## src/rtl/leaf_bridge_pkg.sv

```systemverilog
// Purpose: shared constants and helpers for the leaf stream bridge and its FIFOs.
// Latency: n/a (package only).
// Backpressure: n/a (package only).
package leaf_bridge_pkg;

  // Defaults used by the bridge and FIFO parameter lists.
  localparam int DEF_PAYLOAD_BITS = 32;
  localparam int DEF_CNT_BITS     = 32;
  localparam int DEF_FIFO_DEPTH   = 4;

  // Ceiling log2, usable in constant expressions. Returns 0 for values <= 1.
  function automatic int clog2(input int value);
    int result;
    result = 0;
    for (int i = 0; i < 31; i++) begin
      if ((1 << i) < value) begin
        result = i + 1;
      end
    end
    return result;
  endfunction

endpackage

```

## src/rtl/stream_fifo.sv

```systemverilog
// Purpose: generic first-word-fall-through FIFO used for every bridge channel.
// Latency: 1 cycle, a word written in cycle N is presented at the output in cycle N+1.
// Backpressure: wr_ready = !full (and low during reset); a write is refused when full even if a read happens that cycle.
//
// Ports:
//   clk, reset           clock, synchronous active-high reset (clears pointers, discards contents)
//   wr_data/wr_valid/wr_ready   write side handshake
//   rd_data/rd_valid/rd_ready   read side handshake, rd_valid = !empty
module stream_fifo
  import leaf_bridge_pkg::*;
#(
  parameter int WIDTH = DEF_PAYLOAD_BITS,
  parameter int DEPTH = DEF_FIFO_DEPTH
) (
  input  logic             clk,
  input  logic             reset,
  input  logic [WIDTH-1:0] wr_data,
  input  logic             wr_valid,
  output logic             wr_ready,
  output logic [WIDTH-1:0] rd_data,
  output logic             rd_valid,
  input  logic             rd_ready
);

  localparam int AW = clog2(DEPTH);
  localparam logic [AW:0] PTR_ONE = (AW + 1)'(1);

  // Pointers carry one extra wrap bit so full and empty can be told apart
  // when the index bits are equal.
  logic [AW:0]      wr_ptr;
  logic [AW:0]      rd_ptr;
  logic [WIDTH-1:0] mem [DEPTH];
  logic             full;
  logic             empty;
  logic             push;
  logic             pop;

  assign empty = (wr_ptr == rd_ptr);
  assign full  = (wr_ptr[AW] != rd_ptr[AW]) && (wr_ptr[AW-1:0] == rd_ptr[AW-1:0]);

  // Ready depends only on stored state and reset, never on the read side,
  // so a simultaneous pop cannot open a slot for a push in a full cycle.
  assign wr_ready = !full && !reset;
  assign push     = wr_valid && wr_ready;

  // Output valid comes from registered pointers only: no combinational path
  // from wr_valid to rd_valid.
  assign rd_valid = !empty;
  assign pop      = rd_valid && rd_ready;
  assign rd_data  = mem[rd_ptr[AW-1:0]];

  always_ff @(posedge clk) begin
    if (reset) begin
      wr_ptr <= '0;
      rd_ptr <= '0;
    end else begin
      if (push) begin
        wr_ptr <= wr_ptr + PTR_ONE;
      end
      if (pop) begin
        rd_ptr <= rd_ptr + PTR_ONE;
      end
    end
  end

  // Storage is not reset; contents are unreachable once the pointers clear.
  always_ff @(posedge clk) begin
    if (push) begin
      mem[wr_ptr[AW-1:0]] <= wr_data;
    end
  end

endmodule

```

## src/rtl/leaf_stream_bridge.sv

```systemverilog
// Purpose: buffered bridge between leaf_interface vld/ack ports and HLS kernel AXI-stream ports, one FIFO per channel.
// Latency: 1 cycle through each channel FIFO (plus run gating on kernel-bound channels).
// Backpressure: each side sees ready = !full of its FIFO; kernel-bound words are held while run_q is low.
//
// Ports:
//   clk, reset, run                         clock, sync active-high reset, kernel-feed enable
//   dout_leaf_interface2user / vld_interface2user / ack_user2interface   interface -> bridge, per input channel
//   in_tdata / in_tvalid / in_tready        bridge -> kernel Input_i streams
//   out_tdata / out_tvalid / out_tready     kernel Output_i streams -> bridge
//   din_leaf_user2interface / vld_user2interface / ack_interface2user   bridge -> interface, per output channel
//   in_count / out_count                    wrapping per-channel transfer counters
//   idle                                    registered: all FIFOs were empty last cycle
module leaf_stream_bridge
  import leaf_bridge_pkg::*;
#(
  parameter int PAYLOAD_BITS  = DEF_PAYLOAD_BITS,
  parameter int NUM_IN_PORTS  = 1,
  parameter int NUM_OUT_PORTS = 1,
  parameter int FIFO_DEPTH    = DEF_FIFO_DEPTH,
  parameter int CNT_BITS      = DEF_CNT_BITS
) (
  input  logic                                clk,
  input  logic                                reset,
  input  logic                                run,
  input  logic [NUM_IN_PORTS*PAYLOAD_BITS-1:0]  dout_leaf_interface2user,
  input  logic [NUM_IN_PORTS-1:0]               vld_interface2user,
  output logic [NUM_IN_PORTS-1:0]               ack_user2interface,
  output logic [NUM_IN_PORTS*PAYLOAD_BITS-1:0]  in_tdata,
  output logic [NUM_IN_PORTS-1:0]               in_tvalid,
  input  logic [NUM_IN_PORTS-1:0]               in_tready,
  input  logic [NUM_OUT_PORTS*PAYLOAD_BITS-1:0] out_tdata,
  input  logic [NUM_OUT_PORTS-1:0]              out_tvalid,
  output logic [NUM_OUT_PORTS-1:0]              out_tready,
  output logic [NUM_OUT_PORTS*PAYLOAD_BITS-1:0] din_leaf_user2interface,
  output logic [NUM_OUT_PORTS-1:0]              vld_user2interface,
  input  logic [NUM_OUT_PORTS-1:0]              ack_interface2user,
  output logic [NUM_IN_PORTS*CNT_BITS-1:0]      in_count,
  output logic [NUM_OUT_PORTS*CNT_BITS-1:0]     out_count,
  output logic                                idle
);

  localparam logic [CNT_BITS-1:0] CNT_ONE = CNT_BITS'(1);

  logic                     run_q;
  logic [NUM_IN_PORTS-1:0]  in_fifo_vld;   // input FIFO non-empty
  logic [NUM_IN_PORTS-1:0]  in_gate;       // channel allowed to present data
  logic [NUM_IN_PORTS-1:0]  in_pop_en;     // kernel ready, qualified by the gate
  logic [NUM_IN_PORTS-1:0]  held_q;        // word presented last cycle and not taken
  logic [NUM_IN_PORTS-1:0]  in_fire;
  logic [NUM_OUT_PORTS-1:0] out_fire;

  always_ff @(posedge clk) begin
    if (reset) begin
      run_q <= 1'b0;
    end else begin
      run_q <= run;
    end
  end

  // ---------------------------------------------------------------------
  // Interface -> kernel channels
  // ---------------------------------------------------------------------
  for (genvar gi = 0; gi < NUM_IN_PORTS; gi++) begin : g_in
    logic [CNT_BITS-1:0] cnt_q;

    stream_fifo #(
      .WIDTH (PAYLOAD_BITS),
      .DEPTH (FIFO_DEPTH)
    ) u_fifo (
      .clk      (clk),
      .reset    (reset),
      .wr_data  (dout_leaf_interface2user[gi*PAYLOAD_BITS +: PAYLOAD_BITS]),
      .wr_valid (vld_interface2user[gi]),
      .wr_ready (ack_user2interface[gi]),
      .rd_data  (in_tdata[gi*PAYLOAD_BITS +: PAYLOAD_BITS]),
      .rd_valid (in_fifo_vld[gi]),
      .rd_ready (in_pop_en[gi])
    );

    // A word already on the bus keeps its valid through a run drop, so the
    // gate stays open for that channel until the word is accepted.
    assign in_gate[gi]   = run_q || held_q[gi];
    assign in_tvalid[gi] = in_fifo_vld[gi] && in_gate[gi];
    assign in_pop_en[gi] = in_tready[gi] && in_gate[gi];
    assign in_fire[gi]   = in_tvalid[gi] && in_tready[gi];

    always_ff @(posedge clk) begin
      if (reset) begin
        held_q[gi] <= 1'b0;
        cnt_q      <= '0;
      end else begin
        held_q[gi] <= in_tvalid[gi] && !in_tready[gi];
        if (in_fire[gi]) begin
          cnt_q <= cnt_q + CNT_ONE;
        end
      end
    end

    assign in_count[gi*CNT_BITS +: CNT_BITS] = cnt_q;
  end

  // ---------------------------------------------------------------------
  // Kernel -> interface channels (not gated by run)
  // ---------------------------------------------------------------------
  for (genvar go = 0; go < NUM_OUT_PORTS; go++) begin : g_out
    logic [CNT_BITS-1:0] cnt_q;

    stream_fifo #(
      .WIDTH (PAYLOAD_BITS),
      .DEPTH (FIFO_DEPTH)
    ) u_fifo (
      .clk      (clk),
      .reset    (reset),
      .wr_data  (out_tdata[go*PAYLOAD_BITS +: PAYLOAD_BITS]),
      .wr_valid (out_tvalid[go]),
      .wr_ready (out_tready[go]),
      .rd_data  (din_leaf_user2interface[go*PAYLOAD_BITS +: PAYLOAD_BITS]),
      .rd_valid (vld_user2interface[go]),
      .rd_ready (ack_interface2user[go])
    );

    assign out_fire[go] = vld_user2interface[go] && ack_interface2user[go];

    always_ff @(posedge clk) begin
      if (reset) begin
        cnt_q <= '0;
      end else if (out_fire[go]) begin
        cnt_q <= cnt_q + CNT_ONE;
      end
    end

    assign out_count[go*CNT_BITS +: CNT_BITS] = cnt_q;
  end

  // ---------------------------------------------------------------------
  // Idle: registered view of "every FIFO empty".
  // ---------------------------------------------------------------------
  always_ff @(posedge clk) begin
    if (reset) begin
      idle <= 1'b1;
    end else begin
      idle <= !(|in_fifo_vld) && !(|vld_user2interface);
    end
  end

endmodule

```

## config.mk

```make
export PLATFORM = sky130hd
export DESIGN_NAME = leaf_stream_bridge
export DESIGN_NICKNAME = d
export VERILOG_FILES = /design/src/rtl/leaf_bridge_pkg.sv /design/src/rtl/stream_fifo.sv /design/src/rtl/leaf_stream_bridge.sv
export SDC_FILE = /design/constraint.sdc
export NUM_CORES = 1
export LEC_CHECK = 0
export ABC_AREA = 1
export BUFFER_PORTS_ARGS = -buffer_cell sky130_fd_sc_hd__buf_4
export CORE_MARGIN = 8
export CORE_UTILIZATION = 26
export CTS_CLUSTER_DIAMETER = 40
export DETAILED_ROUTE_END_ITERATION = 16
export GPL_TIMING_DRIVEN = 0
export HOLD_SLACK_MARGIN = 0.02
export SYNTH_ARGS = -nofsm -noshare
export SYNTH_HDL_FRONTEND = slang
export SYNTH_SLANG_ARGS = --single-unit
export TNS_END_PERCENT = 30
```

## constraint.sdc

```tcl
create_clock -name clk -period 3.27 [get_ports clk]
set_input_delay 0.327 -clock clk [delete_from_list [all_inputs] [get_ports clk]]
set_output_delay 0.327 -clock clk [all_outputs]
set_load 0.05 [all_outputs]
```

* After elaboration in Yosys (flattened, before gate mapping)
Memories as Yosys holds them, arrays and structs flattened. A register that Yosys moved wholly into a read port is not among the register bits. Cells that the tools add are included.
Storage, ports and cells: register bits 79, bits in writable memories 256, input bits 71, output and inout port bits 133, word-level logic and storage cells 51, memories 2
Memories:
- g_in[0].u_fifo.mem | depth 4, width 32, read ports 1, clocked after Yosys merged registers in 1, wr ports 1, RTL line stream_fifo.sv:32 | logic [WIDTH-1:0] mem [DEPTH];
- g_out[0].u_fifo.mem | depth 4, width 32, read ports 1, clocked after Yosys merged registers in 1, wr ports 1, RTL line stream_fifo.sv:32
Cells by class: $add $sub $neg 6, equality and inequality tests 6, mux-type cells 8, reduce and logical (&&, ||, !) cells 20
Operators with widths (number):
- $add 32x1->32 const B | 2
- $logic_and 1x1->1 | 13
- $add 3x1->3 const B | 4
- $mux 2 | 4
- $eq 3x3->1 | 2
- $logic_not 1->1 | 6
- $eq 2x2->1 | 2
- $mux 1 | 4
- $ne 1x1->1 | 2
- $logic_or 1x1->1 | 1

* Depth between registers and ports, before layout
Gate-level depths: netlist of the first run.
word-level depth 7, mapped depth 10, mapped depth without buffers 10

* By module
From an unflattened synthesis of the first run, not the netlist that was laid out.
Second synthesis, totals: cells, all modules 1313, area total of the unflattened synthesis 14020.9 µm²
Modules (own cells, without submodules):
- stream_fifo | times used 2, cells an instance 380, area each 5187.5 µm², seq. area each 4003.8 µm²
- leaf_stream_bridge | times used 1, cells an instance 553, area each 3646.0 µm², seq. area each 1341.3 µm²

* Worst setup path before layout of the first run
No wires, ideal clock.
path kind reg2reg, start reg g_out[0].u_fifo.wr_ptr[0], end mem g_out[0].u_fifo.mem[0][0] in the netlist's numbering (enable), library setup time 421 ps, data arrival time 2260 ps, data required time 2849 ps, slack 589 ps, stages on the path, launching flop included 7, buffers on the path 0, cells stage by stage dfxtp_1 inv_2 nand2_1 nand2_1 nand4_1 nand3_1 nor2_1
On the way: longest elaborated chain between the ends 7
Ends and longest elaborated chain:
- start, declared | RTL line stream_fifo.sv:30 | logic [AW:0] wr_ptr;
- start signal, assigned | RTL line stream_fifo.sv:58 | wr_ptr <= wr_ptr + PTR_ONE;
- $eq 2x2->1 | RTL line stream_fifo.sv:39 | assign full = (wr_ptr[AW] != rd_ptr[AW]) && (wr_ptr[AW-1:0] == rd_ptr[AW-1:0]);
- $logic_and 1x1->1 | RTL line stream_fifo.sv:39
- $logic_not 1->1 | RTL line stream_fifo.sv:43 | assign wr_ready = !full && !reset;
- $logic_and 1x1->1 | RTL line stream_fifo.sv:43
- $logic_and 1x1->1 | RTL line stream_fifo.sv:44 | assign push = wr_valid && wr_ready;
- $mux 1 | RTL line stream_fifo.sv:68 | if (push) begin
- $mux 1 (not written as such) | RTL line stream_fifo.sv:69 | mem[wr_ptr[AW-1:0]] <= wr_data;
- end, declared | RTL line stream_fifo.sv:32
Parallel ways exist; a longest one is shown, timed or not.

==> impl_metrics.env, run 1 <==
export IMPL_ys_seq_elements=339
export IMPL_synth_fp_nets=1389
export IMPL_syn_area_um2=13930
export IMPL_power_frac_clock_pct=48.2
export IMPL_root_buffer="clkbuf_16"
export IMPL_routed_wl_um=39490
export IMPL_status="completed"
export IMPL_synth_common_cells="nor2_1 (262), edfxtp_1 (256), nand2_1 (184), o21ai_0 (142), dfxtp_1 (83)"
export IMPL_grt_max_degree=28
export IMPL_grt_first_pass_wirelength_um=60640
export IMPL_combPwrFrac_pct=13.9
export IMPL_clock_sinks=339
export IMPL_drt_drc_violations_left=0
export IMPL_routed_via_count=10680
export IMPL_grt_total_usage_pct=12.60
export IMPL_die_x_um=247.4
export IMPL_fin_nets=1724
export IMPL_clkSlewWorstSetupHoldPaths_ns=0.05
export IMPL_path_delay_family="buffers and inverters"
export IMPL_crit_arrival_ns=2.46
export IMPL_fin_hold_ws_ns=0.1529
export IMPL_first_iter_violations=528
export IMPL_critPathBufInv=4
export IMPL_end_kind="output port"
export IMPL_clock_path_buffers=3
export IMPL_peakVddDrop_mv=0.4045
export IMPL_synth_area_per_cell_um2=10.66
export IMPL_sw_frac_of_total_pct=28.10
export IMPL_overflow=0
export IMPL_start_util_pct=26.09
export IMPL_hpwl_um=27100
export IMPL_synth_cells=1306
export IMPL_cts_inserted_buffers=55
export IMPL_wl_per_cell_um=16.56
export IMPL_hold_class="in -> reg"
export IMPL_finalClockSkew_ns=0.01834
export IMPL_fillCellCount=5214
export IMPL_placed_cells=2212
export IMPL_rsz0062_at_grt="false"
export IMPL_net_switching_power_mw=3.545
export IMPL_drive_above_1_share_pct=21.58
export IMPL_power_frac_seq_pct=37.9
export IMPL_timing_rr_start="g_out[0].u_fifo.wr_ptr[1]"
export IMPL_register_area_um2=9349
export IMPL_synthMostInstantiatedCell="nor2_1"
export IMPL_vias_per_cell=4.478
export IMPL_synth_top_area_share_pct=55.20
export IMPL_row_count=85
export IMPL_power_internal_mw=9.072
export IMPL_antenna_left=0
export IMPL_cp_data_required_time_ns=2.94
export IMPL_first_pass_iters=5
export IMPL_max_freq_mhz=359.2
export IMPL_layout_cells_non_filler=2385
export IMPL_h_tree_depth=2
export IMPL_synth_cell_types=33
export IMPL_relSlewSlack_pct=56.15
export IMPL_power_density_nw_per_um2=656.4
export IMPL_synth_area_leaders="edfxtp_1 (55%), dfxtp_1 (12%), nor2_1 (7.1%)"
export IMPL_async_flop_share_pct=0
export IMPL_period_share_pct=85.15
export IMPL_finalMaxSlewViolations=0
export IMPL_min_period_ns=2.784
export IMPL_io_pins=204
export IMPL_setup_viol=0
export IMPL_path_class="reg -> out"
export IMPL_start_kind="register"
export IMPL_cts_tree="built"
export IMPL_antenna_found_initial=1
export IMPL_holdCritStartpoint="reset"
export IMPL_dieArea_um2=61230
export IMPL_crit_chain="buf_2 > clkinv_1 > clkbuf_1 > o21ai_0 > o22ai_1 > buf_4"
export IMPL_hold_viol=0
export IMPL_area_growth_synth_to_final_pct=38.01
export IMPL_slowest_stage="clkbuf_1"
export IMPL_core_um2=53390
export IMPL_ys_flop_type="edfxtp_1"
export IMPL_first_global_vias=10840
export IMPL_drv_cap=0
export IMPL_die_h_um=247.4
export IMPL_leakage_nw=6.977
export IMPL_yosys_area_top_type="edfxtp_1"
export IMPL_cpPeakStageDelay_ns=0.38
export IMPL_portBuffers=202
export IMPL_synth_seq_area_share_pct=67.13
export IMPL_routabilityCongestion=0.8502
export IMPL_clk_latency_ns=0.60
export IMPL_tightest_slew_ns=0.6561
export IMPL_yosysWarningCount=0
export IMPL_critPathMaxFanout=10
export IMPL_multi_input_area_um2=4096
export IMPL_synth_edf_count=256
-- state kept, by name, indices dropped and copies added, names as in the netlist, named ones only --
name	count
g_in.u_fifo.rd_ptr	3
run_q	1
g_out.u_fifo.wr_ptr	3
idle	1
in_count	32
g_in.u_fifo.wr_ptr	3
g_out.u_fifo.rd_ptr	3
g_out.u_fifo.mem	128
held_q	1
out_count	32
g_in.u_fifo.mem	128
-- power groups by stage --
stage / logic, mW / registers (mW) / clock network (mW)
after detailed placement: 1.71 / 4.87 / 0
after CTS: 1.78 / 4.78 / 6.24
final: 1.75 / 4.78 / 6.08
after global routing: 1.87 / 4.79 / 6.44
after global placement: 1.67 / 4.87 / 0
after floorplan: 1.05 / 4.89 / 0
-- metrics by stage --
stage	TNS [ns]	power (mW)	instance area (um2)	util, %	setup slack, ns
3_3_place_gp	-219.71	6.538	16310	30.56	-0.9106
2_1_floorplan	0	5.934	13930	-	0.5889
4_1_cts	0	12.80	19220	35.99	0.3426
6_report	0	12.62	19220	36.00	0.4857
3_5_place_dp	0	6.575	16550	31.00	0.7996
5_1_grt	0	13.10	19220	35.99	0.2156
-- metal layers --
layer  routed length (um)  track usage, %
met2                19090           21.34
met4                 1014           4.127
met5                    0               0
met1                16600           15.01
met3                 2786           4.121
-- final timing paths --
path | slack, ns | end | cells past startpoint
max | 0.49 | in_tdata[6] | 6
min | 0.15 | in_count[5] | 2
max reg2reg | 0.90 | g_out[0].u_fifo.mem[1][12] | 7
min reg2reg | 0.50 | in_count[4] | 2
-- timing repair --
action	CTS	global route
resized for setup	0	0
hold buffers	68	0
setup buffers	0	0
endpoints found under the hold margin	263	0
-- area by class of cell --
| class | count | share of cell area, % |
|---|---|---|
| diodes | 2 | 0.02604 |
| plain buffers | 56 | 1.471 |
| clock inverters | 46 | 3.131 |
| well taps | 696 | 4.531 |
| inverters | 69 | 1.347 |
| multi-input cells | 842 | 21.31 |
| flip-flops and latches | 339 | 48.64 |
| clock buffers | 57 | 7.200 |
| repair buffers | 278 | 12.34 |
-- logic make-up (layout without fill, tap and decap cells) --
| logic type | count (synthesis) | count (layout) | share of synthesized area [%] |
|---|---|---|---|
| other cells | 0 | 2 | 0 |
| fa+ha+maj | 12 | 12 | 1.078 |
| xor+xnor | 17 | 17 | 1.069 |
| buf+inv | 125 | 506 | 3.890 |
| flops | 339 | 339 | 67.13 |
| simple gates | 557 | 557 | 16.96 |
| compound gates | 256 | 256 | 9.873 |
-- worst reg2reg max path, delay by kind of cell (launching register included) --
family | cells | cell delay [ns]
buffers and inverters | 2 | 0.35
DFF | 1 | 0.40
and+or+nand+nor | 5 | 1.33
-- cell usage in the layout (no fill, tap or decap), types with 4 or more instances in the layout --
| master | instances |
|---|---|
| nand3_2 | 5 |
| clkbuf_1 | 37 |
| xnor2_1 | 7 |
| nor2_2 | 7 |
| inv_1 | 62 |
| buf_2 | 5 |
| clkinvlp_4 | 4 |
| nor2_1 | 254 |
| buf_1 | 7 |
| o22ai_1 | 64 |
| clkinv_2 | 5 |
| nand3_1 | 50 |
| ha_1 | 12 |
| nor3_1 | 11 |
| nand4_1 | 19 |
| clkinv_8 | 4 |
| clkbuf_16 | 55 |
| buf_12 | 8 |
| nand2_2 | 6 |
| inv_6 | 11 |
| bufinv_16 | 8 |
| dfxtp_1 | 83 |
| clkinv_1 | 8 |
| o21ai_0 | 142 |
| xor2_1 | 10 |
| inv_2 | 5 |
| dlygate4sd3_1 | 68 |
| nor2_4 | 17 |
| inv_8 | 4 |
| edfxtp_1 | 256 |
| buf_4 | 207 |
| a21oi_1 | 46 |
| nand2_1 | 184 |
(Power assumes the default switching activity.)
==> inputs of run 2 (changes only) <==
--- a/config.mk
+++ b/config.mk
@@ -13,6 +13,7 @@
 export DETAILED_ROUTE_END_ITERATION = 16
 export GPL_TIMING_DRIVEN = 0
 export HOLD_SLACK_MARGIN = 0.02
+export PLACE_DENSITY = 0.41
 export SYNTH_ARGS = -nofsm -noshare
 export SYNTH_HDL_FRONTEND = slang
 export SYNTH_SLANG_ARGS = --single-unit
==> impl_metrics.env, run 2 (synthesis gave the netlist of run 1 again) <==
export IMPL_combPwrFrac_pct=13.1
export IMPL_routabilityCongestion=0.7823
export IMPL_grt_max_degree=27
export IMPL_leakage_nw=7.176
export IMPL_clk_latency_ns=0.58
export IMPL_portBuffers=202
export IMPL_first_iter_violations=465
export IMPL_vias_per_cell=4.457
export IMPL_cts_inserted_buffers=71
export IMPL_start_kind="register"
export IMPL_overflow=0
export IMPL_hold_class="in -> reg"
export IMPL_wl_per_cell_um=17.57
export IMPL_cts_tree="built"
export IMPL_peakVddDrop_mv=0.3006
export IMPL_grt_first_pass_wirelength_um=65150
export IMPL_grt_total_usage_pct=13.74
export IMPL_cp_data_required_time_ns=2.94
export IMPL_relSlewSlack_pct=51.55
export IMPL_rr_worst_depth=5
export IMPL_power_frac_clock_pct=51.7
export IMPL_net_switching_power_mw=3.685
export IMPL_h_tree_depth=3
export IMPL_drt_drc_violations_left=0
export IMPL_path_class="reg -> out"
export IMPL_end_kind="output port"
export IMPL_hold_depth=2
export IMPL_core_um2=53390
export IMPL_finalMaxSlewViolations=0
export IMPL_cts_resized=0
export IMPL_clkSlewWorstSetupHoldPaths_ns=0.05
export IMPL_routed_via_count=10730
export IMPL_routed_wl_um=42320
export IMPL_min_period_ns=2.852
export IMPL_fin_hold_ws_ns=0.1520
export IMPL_antenna_found_initial=1
export IMPL_period_share_pct=87.22
export IMPL_final_common_cell="edfxtp_1"
export IMPL_first_global_vias=10970
export IMPL_die_h_um=247.4
export IMPL_crit_arrival_ns=2.53
export IMPL_power_frac_seq_pct=35.2
export IMPL_power_density_nw_per_um2=693.5
export IMPL_io_pins=204
export IMPL_area_growth_synth_to_final_pct=40.65
export IMPL_clock_path_buffers=3
export IMPL_layout_cells_non_filler=2408
export IMPL_start_util_pct=26.09
export IMPL_rsz0062_at_grt="false"
export IMPL_row_count=85
export IMPL_clock_sinks=339
export IMPL_antenna_left=0
export IMPL_drive_above_1_share_pct=22.44
export IMPL_fillCellCount=5364
export IMPL_placed_cells=2212
export IMPL_critPathMaxFanout=10
export IMPL_setup_viol=0
export IMPL_dieArea_um2=61230
export IMPL_root_buffer="clkbuf_16"
export IMPL_first_pass_iters=4
export IMPL_tightest_slew_ns=0.7250
export IMPL_status="completed"
export IMPL_sw_frac_of_total_pct=27.12
export IMPL_hpwl_um=28380
export IMPL_fin_nets=1740
export IMPL_finalClockSkew_ns=0.03771
export IMPL_power_internal_mw=9.901
export IMPL_die_x_um=247.4
export IMPL_hold_viol=0
export IMPL_drv_cap=0
export IMPL_final_cell_mix="edfxtp_1 (256), nor2_1 (254), buf_4 (207)"
export IMPL_max_freq_mhz=350.6
run 2: changes by cell type in the layout (fill, tap and decap cells not counted):
| cell | delta |
|---|---|
| buf_12 | -1 |
| clkinv_2 | +6 |
| clkinv_16 | -2 |
| clkinv_4 | +2 |
| diode_2 | -1 |
| buf_16 | +1 |
| clkbuf_1 | +2 |
| bufinv_16 | -1 |
| clkbuf_16 | +17 |
| clkbuf_8 | +1 |
| clkinv_8 | -3 |
| clkinv_1 | +2 |
run 2: metal layers:
layer / wire length, um / track usage (%) / vias up / share of wire (%)
li1: - / - / 5286 / -
met1: 19270 / 17.50 / 5172 / 46
met5: 0 / 0 / - / 0
met3: 2231 / 4.013 / 63 / 5.3
met2: 19930 / 22.32 / 212 / 47
met4: 887 / 4.354 / 0 / 2.1
run 2: power by group through the flow:
| stage | Sequential (mW) | Clock, mW | Combinational (mW) |
|---|---|---|---|
| CTS | 4.79 | 7.23 | 1.81 |
| global placement | 4.87 | 0 | 1.71 |
| detailed placement | 4.87 | 0 | 1.74 |
| global route | 4.79 | 7.42 | 1.90 |
| floorplan | 4.89 | 0 | 1.05 |
| finish | 4.78 | 7.03 | 1.77 |
run 2: timing repair:
action,CTS,global route
hold buffers,68,0
buffers inserted,0,0
endpoints found under the hold margin,260,0
run 2: final timing paths:
kind	startpoint	end	slack [ns]
worst min register to register	out_count[5]	out_count[5]	0.50
worst max register to register	g_in[0].u_fifo.wr_ptr[1]	g_in[0].u_fifo.mem[2][12]	0.89
worst min-delay path	reset	in_count[5]	0.15
worst max-delay path	register	in_tdata[12]	0.42
run 2: final cells by class:
cell class	count	area, um2	area share (%)
plain buffers	56	282.8	1.444
well taps	696	870.8	4.446
diodes	1	2.502	0.01277
flip-flops and latches	339	9349	47.73
clock inverters	50	518.0	2.644
inverters	69	259.0	1.322
repair buffers	278	2380	12.15
multi-input cells	842	4096	20.91
clock buffers	77	1831	9.345
run 2: metrics by stage:
stage               worst slack (ns)  instance area, um2  TNS, ns  utilization (%)  power (mW)
floorplan                     0.5889               13930        0                -       5.934
global placement              -1.274               16310  -262.36            30.56       6.582
detailed placement            0.7224               16560        0            31.01       6.607
CTS                           0.3110               19590        0            36.69       13.82
global route                  0.1587               19590        0            36.69       14.11
finish                        0.4180               19590        0            36.69       13.59
run 2: worst max-delay path, stage by stage, from the launching register on:
cell,delay (ns)
dfxtp_1,0.31
buf_2,0.19
clkinv_1,0.20
clkbuf_1,0.53
o21ai_0,0.16
o22ai_1,0.29
buf_4,0.27
==> inputs of run 3 (changes only) <==
--- a/config.mk
+++ b/config.mk
@@ -14,6 +14,7 @@
 export GPL_TIMING_DRIVEN = 0
 export HOLD_SLACK_MARGIN = 0.02
 export PLACE_DENSITY = 0.41
+export RECOVER_POWER = 50
 export SYNTH_ARGS = -nofsm -noshare
 export SYNTH_HDL_FRONTEND = slang
 export SYNTH_SLANG_ARGS = --single-unit
==> impl_metrics.env, run 3 (synthesis gave the netlist of run 1 again) <==
export IMPL_fin_hold_ws_ns=0.1516
export IMPL_cp_data_required_time_ns=2.94
export IMPL_register_area_um2=9349
export IMPL_peakVddDrop_mv=0.3002
export IMPL_drv_cap=0
export IMPL_routabilityCongestion=0.7823
export IMPL_rsz0062_at_grt="false"
export IMPL_end_kind="output port"
export IMPL_power_density_nw_per_um2=710.8
export IMPL_drive_above_1_share_pct=13.97
export IMPL_fin_area_um2=19020
export IMPL_die_h_um=247.4
export IMPL_multi_input_area_um2=4053
export IMPL_first_pass_iters=6
export IMPL_slowest_stage="clkbuf_1"
export IMPL_finalClockSkew_ns=0.03931
export IMPL_tns_ns=0
export IMPL_tightest_slew_ns=0.7444
export IMPL_clock_path_buffers=3
export IMPL_critPathMaxFanout=10
export IMPL_critPathBufInv=4
export IMPL_status="completed"
export IMPL_clk_latency_ns=0.58
export IMPL_dieArea_um2=61230
export IMPL_max_freq_mhz=349.9
export IMPL_wl_per_cell_um=17.50
export IMPL_row_count=85
export IMPL_crit_chain="buf_2 > clkinv_1 > clkbuf_1 > o21ai_0 > o22ai_1 > buf_4"
export IMPL_path_class="reg -> out"
export IMPL_cts_inserted_buffers=71
export IMPL_crit_arrival_ns=2.53
export IMPL_start_util_pct=26.09
export IMPL_path_delay_family="buffers and inverters"
export IMPL_routed_wl_um=42150
export IMPL_postPlaceCellArea_um2=16560
export IMPL_finalMaxSlewViolations=0
export IMPL_fillCellCount=5473
export IMPL_setup_viol=0
export IMPL_antenna_left=0
export IMPL_area_growth_synth_to_final_pct=36.54
export IMPL_hold_class="in -> reg"
export IMPL_cpPeakStageDelay_ns=0.54
export IMPL_grt_total_usage_pct=13.74
export IMPL_r2r_slack_ns=0.71
export IMPL_leakage_nw=6.630
export IMPL_antenna_found_initial=1
export IMPL_final_cell_mix="nor2_1 (258), edfxtp_1 (256), nand2_1 (186)"
export IMPL_root_buffer="clkbuf_16"
export IMPL_routed_via_count=10690
export IMPL_period_share_pct=87.41
export IMPL_io_pins=204
export IMPL_cts_tree="built"
export IMPL_fin_nets=1740
export IMPL_hpwl_um=28380
export IMPL_final_common_cell="nor2_1"
export IMPL_first_iter_violations=482
export IMPL_grt_max_degree=27
export IMPL_relSlewSlack_pct=50.59
export IMPL_grt_first_pass_wirelength_um=65150
export IMPL_min_period_ns=2.858
export IMPL_start_kind="register"
export IMPL_portBuffers=202
export IMPL_clkSlewWorstSetupHoldPaths_ns=0.05
export IMPL_first_global_vias=10970
export IMPL_overflow=0
export IMPL_h_tree_depth=3
export IMPL_hold_viol=0
export IMPL_core_um2=53390
export IMPL_clock_sinks=339
export IMPL_die_x_um=247.4
export IMPL_drt_drc_violations_left=0
export IMPL_vias_per_cell=4.439
run 3: routing by layer:
metal	share of wire, %	global-route usage (%)
met3	5.4	4.013
met5	0	0
met2	47	22.32
met1	45	17.50
met4	2.1	4.354
run 3: timing repair:
item	in CTS	in global routing
resized for setup	0	0
endpoints found under the hold margin	260	0
hold buffers	68	0
setup buffers	0	0
run 3: final timing paths:
path	to	from	cells after the start
hold / removal	in_count[5]	reset	2
hold reg to reg	out_count[5]	out_count[5]	2
setup reg to reg	register	g_out[0].u_fifo.wr_ptr[1]	9
setup / recovery	in_tdata[12]	register	6
run 3: metrics by stage:
step,total power [mW],setup slack [ns],std cells,utilization [%]
finish,13.52,0.4117,2408,35.62
global route,14.03,0.1587,2408,35.62
CTS,13.82,0.3110,2407,36.69
detailed placement,6.607,0.7224,2212,31.01
global placement,6.582,-1.274,2204,30.56
floorplan,5.934,0.5889,1306,-
run 3: cell type report:
cell class	instances	area share, %
plain buffers	56	1.211
diodes	1	0.01316
flip-flops and latches	339	49.16
well taps	696	4.580
inverters	69	1.362
clock inverters	50	2.724
clock buffers	77	9.626
multi-input cells	842	21.31
repair buffers	278	10.01
run 3: power breakdown:
part / internal (mW) / switching (mW)
combinational: 0.458 / 1.24
clock: 4.64 / 2.40
sequential: 4.74 / 0.0409
